File: src/rtl/seven_segment_mux.sv
// Time-multiplexed seven-segment driver: one-hot select, frame-synchronous double buffer,
// 16-level PWM dimming and an anti-ghosting gap. Define SEG_LZB_EN for leading-zero blanking.
module seven_segment_mux #(
    parameter int unsigned DIGITS      = 4,
    parameter int unsigned DW          = 7,
    parameter int unsigned REFRESH_DIV = 3000,
    parameter int unsigned ACTIVE_LOW  = 0
) (
    input  logic                  clk,
    input  logic                  reset,
    input  logic [4*DIGITS-1:0]   data,
    input  logic                  load,
    input  logic [3:0]            brightness,
    output logic [DW-1:0]         led_port,
    output logic [DIGITS-1:0]     sel,
    output logic                  frame_done
);

    localparam int unsigned SLOT_W  = $clog2(REFRESH_DIV);
    localparam int unsigned DIGIT_W = $clog2(DIGITS);
    localparam int unsigned SEG_W   = (DW < 7) ? DW : 7;
    localparam logic [SLOT_W-1:0]  SLOT_LAST  = SLOT_W'(REFRESH_DIV - 1);
    localparam logic [DIGIT_W-1:0] DIGIT_LAST = DIGIT_W'(DIGITS - 1);
    localparam logic               INV        = (ACTIVE_LOW != 0);

    logic [SLOT_W-1:0]   slot_cnt_q, slot_cnt_d;
    logic [DIGIT_W-1:0]  digit_q, digit_d;
    logic [3:0]          pwm_q, pwm_d;
    logic [4*DIGITS-1:0] pending_q, pending_d;
    logic [4*DIGITS-1:0] active_q, active_d;
    logic [DW-1:0]       led_q, led_d;
    logic [DIGITS-1:0]   sel_q, sel_d;
    logic                frame_done_q, frame_done_d;

    logic                slot_last;
    logic                boundary;
    logic [3:0]          cur_nibble;
    logic                cur_blank;
    logic [DIGITS-1:0]   cur_onehot;
    logic [DIGITS-1:0]   lead_zero;
    logic [6:0]          seg7;
    logic [DW-1:0]       seg_dw;

    function automatic logic [6:0] hex_to_seg(input logic [3:0] h);
        logic [6:0] s;
        case (h)
            4'h0: s = 7'h3F;
            4'h1: s = 7'h06;
            4'h2: s = 7'h5B;
            4'h3: s = 7'h4F;
            4'h4: s = 7'h66;
            4'h5: s = 7'h6D;
            4'h6: s = 7'h7D;
            4'h7: s = 7'h07;
            4'h8: s = 7'h7F;
            4'h9: s = 7'h6F;
            4'hA: s = 7'h77;
            4'hB: s = 7'h7C;
            4'hC: s = 7'h39;
            4'hD: s = 7'h5E;
            4'hE: s = 7'h79;
            default: s = 7'h71;
        endcase
        return s;
    endfunction

    // Slot/digit scan counters and the double-buffered value registers.
    always_comb begin
        slot_last  = (slot_cnt_q == SLOT_LAST);
        boundary   = slot_last && (digit_q == DIGIT_LAST);
        slot_cnt_d = slot_last ? '0 : slot_cnt_q + 1'b1;
        digit_d    = digit_q;
        if (slot_last) begin
            digit_d = (digit_q == DIGIT_LAST) ? '0 : digit_q + 1'b1;
        end
        pwm_d     = pwm_q + 4'd1;
        pending_d = load ? data : pending_q;
        active_d  = active_q;
        // A load landing in the boundary cycle bypasses pending so it is shown immediately.
        if (boundary) begin
            active_d = load ? data : pending_q;
        end
    end

`ifdef SEG_LZB_EN
    always_comb begin
        logic seen;
        seen      = 1'b0;
        lead_zero = '0;
        for (int i = DIGITS - 1; i >= 1; i--) begin
            seen         = seen | (active_q[4*i +: 4] != 4'h0);
            lead_zero[i] = ~seen;
        end
    end
`else
    assign lead_zero = '0;
`endif

    always_comb begin
        cur_nibble = 4'h0;
        cur_blank  = 1'b0;
        cur_onehot = '0;
        for (int i = 0; i < DIGITS; i++) begin
            if (digit_q == DIGIT_W'(i)) begin
                cur_nibble    = active_q[4*i +: 4];
                cur_blank     = lead_zero[i];
                cur_onehot[i] = 1'b1;
            end
        end
    end

    always_comb begin
        seg7                = hex_to_seg(cur_nibble);
        seg_dw              = '0;
        seg_dw[SEG_W-1:0]   = seg7[SEG_W-1:0];
        led_d               = cur_blank ? '0 : seg_dw;
        // slot_cnt == 0 keeps every digit dark so segments settle before the next select.
        sel_d               = ((slot_cnt_q != '0) && (pwm_q <= brightness)) ? cur_onehot : '0;
        frame_done_d        = boundary;
    end

    always_ff @(posedge clk or posedge reset) begin
        if (reset) begin
            slot_cnt_q   <= '0;
            digit_q      <= '0;
            pwm_q        <= 4'd0;
            pending_q    <= '0;
            active_q     <= '0;
            led_q        <= {DW{INV}};
            sel_q        <= {DIGITS{INV}};
            frame_done_q <= 1'b0;
        end else begin
            slot_cnt_q   <= slot_cnt_d;
            digit_q      <= digit_d;
            pwm_q        <= pwm_d;
            pending_q    <= pending_d;
            active_q     <= active_d;
            led_q        <= led_d ^ {DW{INV}};
            sel_q        <= sel_d ^ {DIGITS{INV}};
            frame_done_q <= frame_done_d;
        end
    end

    assign led_port   = led_q;
    assign sel        = sel_q;
    assign frame_done = frame_done_q;

endmodule

File: config.mk
export PLATFORM = sky130hd
export DESIGN_NAME = seven_segment_mux
export DESIGN_NICKNAME = d
export VERILOG_FILES = /design/src/rtl/seven_segment_mux.sv
export SDC_FILE = /design/constraint.sdc
export NUM_CORES = 1
export LEC_CHECK = 0
export CAP_MARGIN = 20
export CORE_ASPECT_RATIO = 1.1
export CORE_MARGIN = 4
export CORE_UTILIZATION = 60
export CTS_CLUSTER_SIZE = 30
export DETAILED_ROUTE_END_ITERATION = 12
export PLACE_DENSITY = 0.87
export SYNTH_ARGS = -nofsm -noshare
export SYNTH_HDL_FRONTEND = slang
export SYNTH_SLANG_ARGS = --single-unit
File: constraint.sdc
create_clock -name clk -period 4.8 [get_ports clk]
set_input_delay 0.96 -clock clk [delete_from_list [all_inputs] [get_ports clk]]
set_output_delay 0.96 -clock clk [all_outputs]
set_load 0.005 [all_outputs]
; Yosys cells after proc, flatten, opt, wreduce, memory -nomap -nowiden
; Memory sizes are Yosys's and may differ from the RTL's. A register that Yosys moved wholly into a read port is not among the register bits.
; Index checks and enable logic that the tools add are counted.
; Widths: inputs -> output; s select.
[op_classes]
magnitude_cmp = 1
n_reduce_logical = 4
add_sub_neg = 3
n_eq_ne = 4
n_mux = 12
[op_table]
columns = op, n
row1 = $mux 4, 5
row2 = $mux 16, 1
row3 = $add 12x1->12 const B, 1
row4 = $eq 12x12->1 const B, 1
row5 = $mux 12, 1
row6 = $reduce_bool 12->1, 1
row7 = $add 4x1->4 const B, 1
row8 = $eq 2x2->1 const B, 2
row9 = $le 4x4->1, 1
row10 = $mux 1, 4
row11 = $add 2x1->2 const B, 1
row12 = $eq 2x1->1 const B, 1
row13 = $logic_and 1x1->1, 2
row14 = $logic_not 2->1, 1
row15 = $mux 2, 1
[word_totals]
input_bits = 23
output_inout_bits = 12
reg_bits = 55
romBits = 112
wordCells = 32
n_memories = 1
[mem_list]
columns = name, words, word_bits, rd, rd_clocked_by_memory_dff, wr, line_no
row1 = (name not given), 16, 7, 1, 1, 0, 46  ; case (h)

; Logic depth before layout (Yosys ltp)
[logic_depth]
depth_word = 5
depth_mapped = 11

; Worst setup path before layout
; OpenSTA, ideal clock, no wires.
[synth_path]
path_kind = input to register
startpoint = input port load
endpoint = register active_q[10]
required_time_ps = 4675
path_buffers = 2
slack_ps = 2490
cell_stages = 4
arrival_time_ps = 2185
path_cell_list = clkbuf_1 > buf_1 > mux2_2 > mux2_2
[synth_via]
elab_chain_len = 1
[synth_lines]
columns = item, line_no
row1 = start: declaration, 12  ; input logic load,
row2 = $mux 16, 81  ; active_d = load ? data : pending_q;
row3 = end signal: assignment, 137  ; active_q <= active_d;
row4 = end: declaration, 30  ; logic [4*DIGITS-1:0] active_q, active_d;
; Every way passes these cells.
; A chain may end at the register's enable or synchronous reset.

; Final worst setup path
[layout_path]
startpoint = register digit_q[0]
endpoint = register led_q[1], in the netlist led_port[1]
[layout_via]
elab_chain_len = 5
[layout_lines]
columns = item, line_no
row1 = start: declaration, 27  ; logic [DIGIT_W-1:0] digit_q, digit_d;
row2 = start signal: assignment, 134  ; digit_q <= digit_d;
row3 = $logic_not 2->1, 104  ; if (digit_q == DIGIT_W'(i)) begin
row4 = $mux 4 (3 in a row), 104
row5 = $mux 4 (*), 104
row6 = end: declaration, 31  ; logic [DW-1:0] led_q, led_d;
; Every way passes the cells marked *; elsewhere a longest branch is shown, timed or not.

==> results.md <==
- Layout cells sized above 1: 19.9%
- Final setup viols: 0
- Area leader, netlist: dfrtp_1
- Status: finished clean
- Die H: between 80 and 90 um
- Post-Syn Area: just under 0.003 mm2
- HP Class: flop to flop
- TNS Setup: 0 ns
- Final #Nets: about 320
- Unrepaired setup endpoints after global routing: false
- Mapped Nets: ~280
- Final Cycle Share: between 50% and 60%
- Lkg Pwr: roughly 1.6 nW
- Clk slew on worst S/H paths: approximately 0.06 ns
- Slew Limit Fails: 0
- Dpl hpwl: about 3500 um
- Hold Startpoint: pwm_q[0]
- Clock net sink count: 62
- Netlist cell types: roughly 40
- Root Driver: clkbuf_8
- All-Layer GR Usage: between 10% and 20%
- WP data required: approximately 5 ns
- Clock latency on the worst-skew pair: 0.34 ns
- Antenna Violating Nets Remaining: 0
- Crit-path max FO: 9
- Fmax: between 0.3 and 0.4 GHz
- Crit path setup slack, layout: about 2.3 ns
- Critical path endpoint category: flop
- DR DRC count: 0
- RePlAce Congestion: 0.831
- Critical path, cell by cell: ha_1 -> nand2b_1 -> o221ai_1 -> inv_1 -> ha_1 -> mux2_2 -> a32oi_1
- Synth-to-layout area growth: 19.6%
- Synth area leaders: dfrtp_1 53%, mux2_2 10%, ha_1 7.7%
- Ys Warns: 0
- Die X: between 70 and 80 um
- First-pass GRT wire length: between 8000 and 9000 um
- Minimum clock period: approximately 2.5 ns
- Final hold violation count: 0
- Initial drt markers: 91
- Starting Density: between 60% and 70%
- Fill cell count: approximately 320
- Initial antenna violation count: 0
- DR WL/cell: ~15 um
- Worst-margin pin slew: between 0.7 and 0.8 ns
- Crit path largest cell delay: 0.51 ns
- Critical path's slowest cell: o221ai_1
- Max-cap violations: 0
- Reg-to-reg critical path startpoint: digit_q[0]
- Max Root-Sink Buffers: 2
- Largest net degree at the start of global routing: 38
- Post-CTS setup repair buffer count: 0
- Drt via density: between 5 and 6
- Cts hold-fix bufs: 0
- H-tree depth: 3
- CTS tree: done
- Core ar.: approximately 0.0047 mm2
- Synth async-reset ratio: 100%
- I/O pins: 35
- # diodes: 0
- Routed WL: around 5200 um
- Final setup skew: 0.00912 ns
- Cells after Synth: 243
- GR Overflow Total: 0
- Multi-input gate area: between 0.001 and 0.0015 mm2
- Iteration count of the initial detailed-routing pass: 4
- Worst vdd ir: approximately 0.2 mV
- Reg area: 0.00155 mm2
- # port buffers: 34
- Vias in the first global route: 1869
- Post-synth top area share: roughly 53%
- Main synth FF type: dfrtp_1
- CTS resizes: 0
- Worst rel slew slack: between 40% and 50%
- CP Launch Type: flop
- Num rows: 26
- CTS Buf Count: 9
- Crit path launch: digit_q[0]
- Avg Inst Size Synth: approximately 12 um2
- Seq/Total Area, Yosys: around 53%
- Worst slack, placed: 2.07 ns
- Critical path class: flop to flop
- Post-synth EDFFs: 0
- #FFs+latches synth: 62
- Die area: just over 0.006 mm2
- Cell mode on critical path: ha_1
- Vias: roughly 1900
- Pwr dens: 308 mW/mm2
- Crit path DAT: ~2.8 ns
## placed cells by master (no fill, tap or decap), types with 3 or more instances in the layout
| cell | count |
|---|---|
| nor2_1 | 17 |
| inv_1 | 16 |
| dfrtp_1 | 62 |
| ha_1 | 18 |
| mux2_2 | 27 |
| clkdlybuf4s50_1 | 34 |
| xor2_1 | 5 |
| mux2i_1 | 4 |
| clkbuf_8 | 9 |
| o21a_1 | 3 |
| nor3_1 | 3 |
| o21ai_0 | 10 |
| a21oi_1 | 7 |
| xnor2_1 | 6 |
| mux2_4 | 7 |
| nand3_1 | 8 |
| nand2_1 | 16 |
## kinds of logic after synthesis
family	synth area share, %
AOI/OAI and AO/OA	6.22
xor gates and xnor gates	3.28
adders and majority gates	7.66
buffers and inverters	4.30
DFF	52.8
muxes	15.3
and+or+nand+nor	10.5
## power by group
part           switching, W  internal [W]  total [W]
Clock              0.000199      0.000291   0.000491
Combinational     0.0000235     0.0000308  0.0000543
Sequential       0.00000364      0.000536   0.000540
## worst max-delay path, delay by kind of cell (launching register included)
family | cells | cell delay [ns]
AO/OA/AOI/OAI | 2 | 0.66
adder cells (fa/ha/maj) | 2 | 0.69
buffers and inverters | 1 | 0.20
flip-flops | 1 | 0.41
multiplexers | 1 | 0.27
AND/OR/NAND/NOR | 1 | 0.24
## flip-flops by register name, summed over array words and instances, names as in the netlist
register    flops
active_q       16
pending_q      16
slot_cnt_q     12
led_port        7
pwm_q           4
sel             4
digit_q         2
frame_done      1
## synthesized netlist by cell type (all sizes together), types with 3 or more instances
cell and instances:
o21a 3, xnor2 6, nor3 3, mux2i 4, mux2 34, o21ai 10, clkbuf 4, xor2 5
inv 17, dfrtp 62, nand3 8, a21oi 7, nor2 17, ha 18, buf 4, nand2 16
## through the flow
stage               power [W]  area, um2  instances  utilization, %  hold WS (ns)
floorplan            0.000578       2940        243               -         0.440
global placement     0.000602       3290        326            70.3         0.468
detailed placement   0.000605       3290        326            70.3         0.470
finish                0.00108       3520        343            75.1         0.475
CTS                   0.00110       3510        342            74.9         0.481
global route          0.00113       3520        343            75.1         0.499
## cell type report
class	count	share of cell area (%)
Clock inverter	6	2.46
Tap cell	56	1.99
Sequential cell	62	44.1
Timing Repair Buffer	36	10.1
Multi-Input combinational cell	156	35.9
Clock buffer	10	3.63
Inverter	17	1.81
## path summary, 6_finish.rpt
| check | end | slack, ns | cells after the start |
|---|---|---|---|
| worst max-delay path | led_port[1] | 2.25 | 7 |
| worst min-delay path | pwm_q[0] | 0.48 | 1 |
| worst max register to register | led_port[1] | 2.25 | 7 |
| worst min register to register | pwm_q[0] | 0.48 | 1 |
| max in group asynchronous | pending_q[8] | 2.96 | 3 |
| min in group asynchronous | active_q[2] | 0.99 | 2 |
## layer usage
layer  vias to the layer above  global-route usage [%]  wire, um
met5                         -                       0         0
li1                        914                       -         -
met2                        35                    29.7      2560
met4                         0                    10.5        89
met3                         7                    5.32       263
met1                       918                    25.2      2300
(Power assumes the default switching activity.)
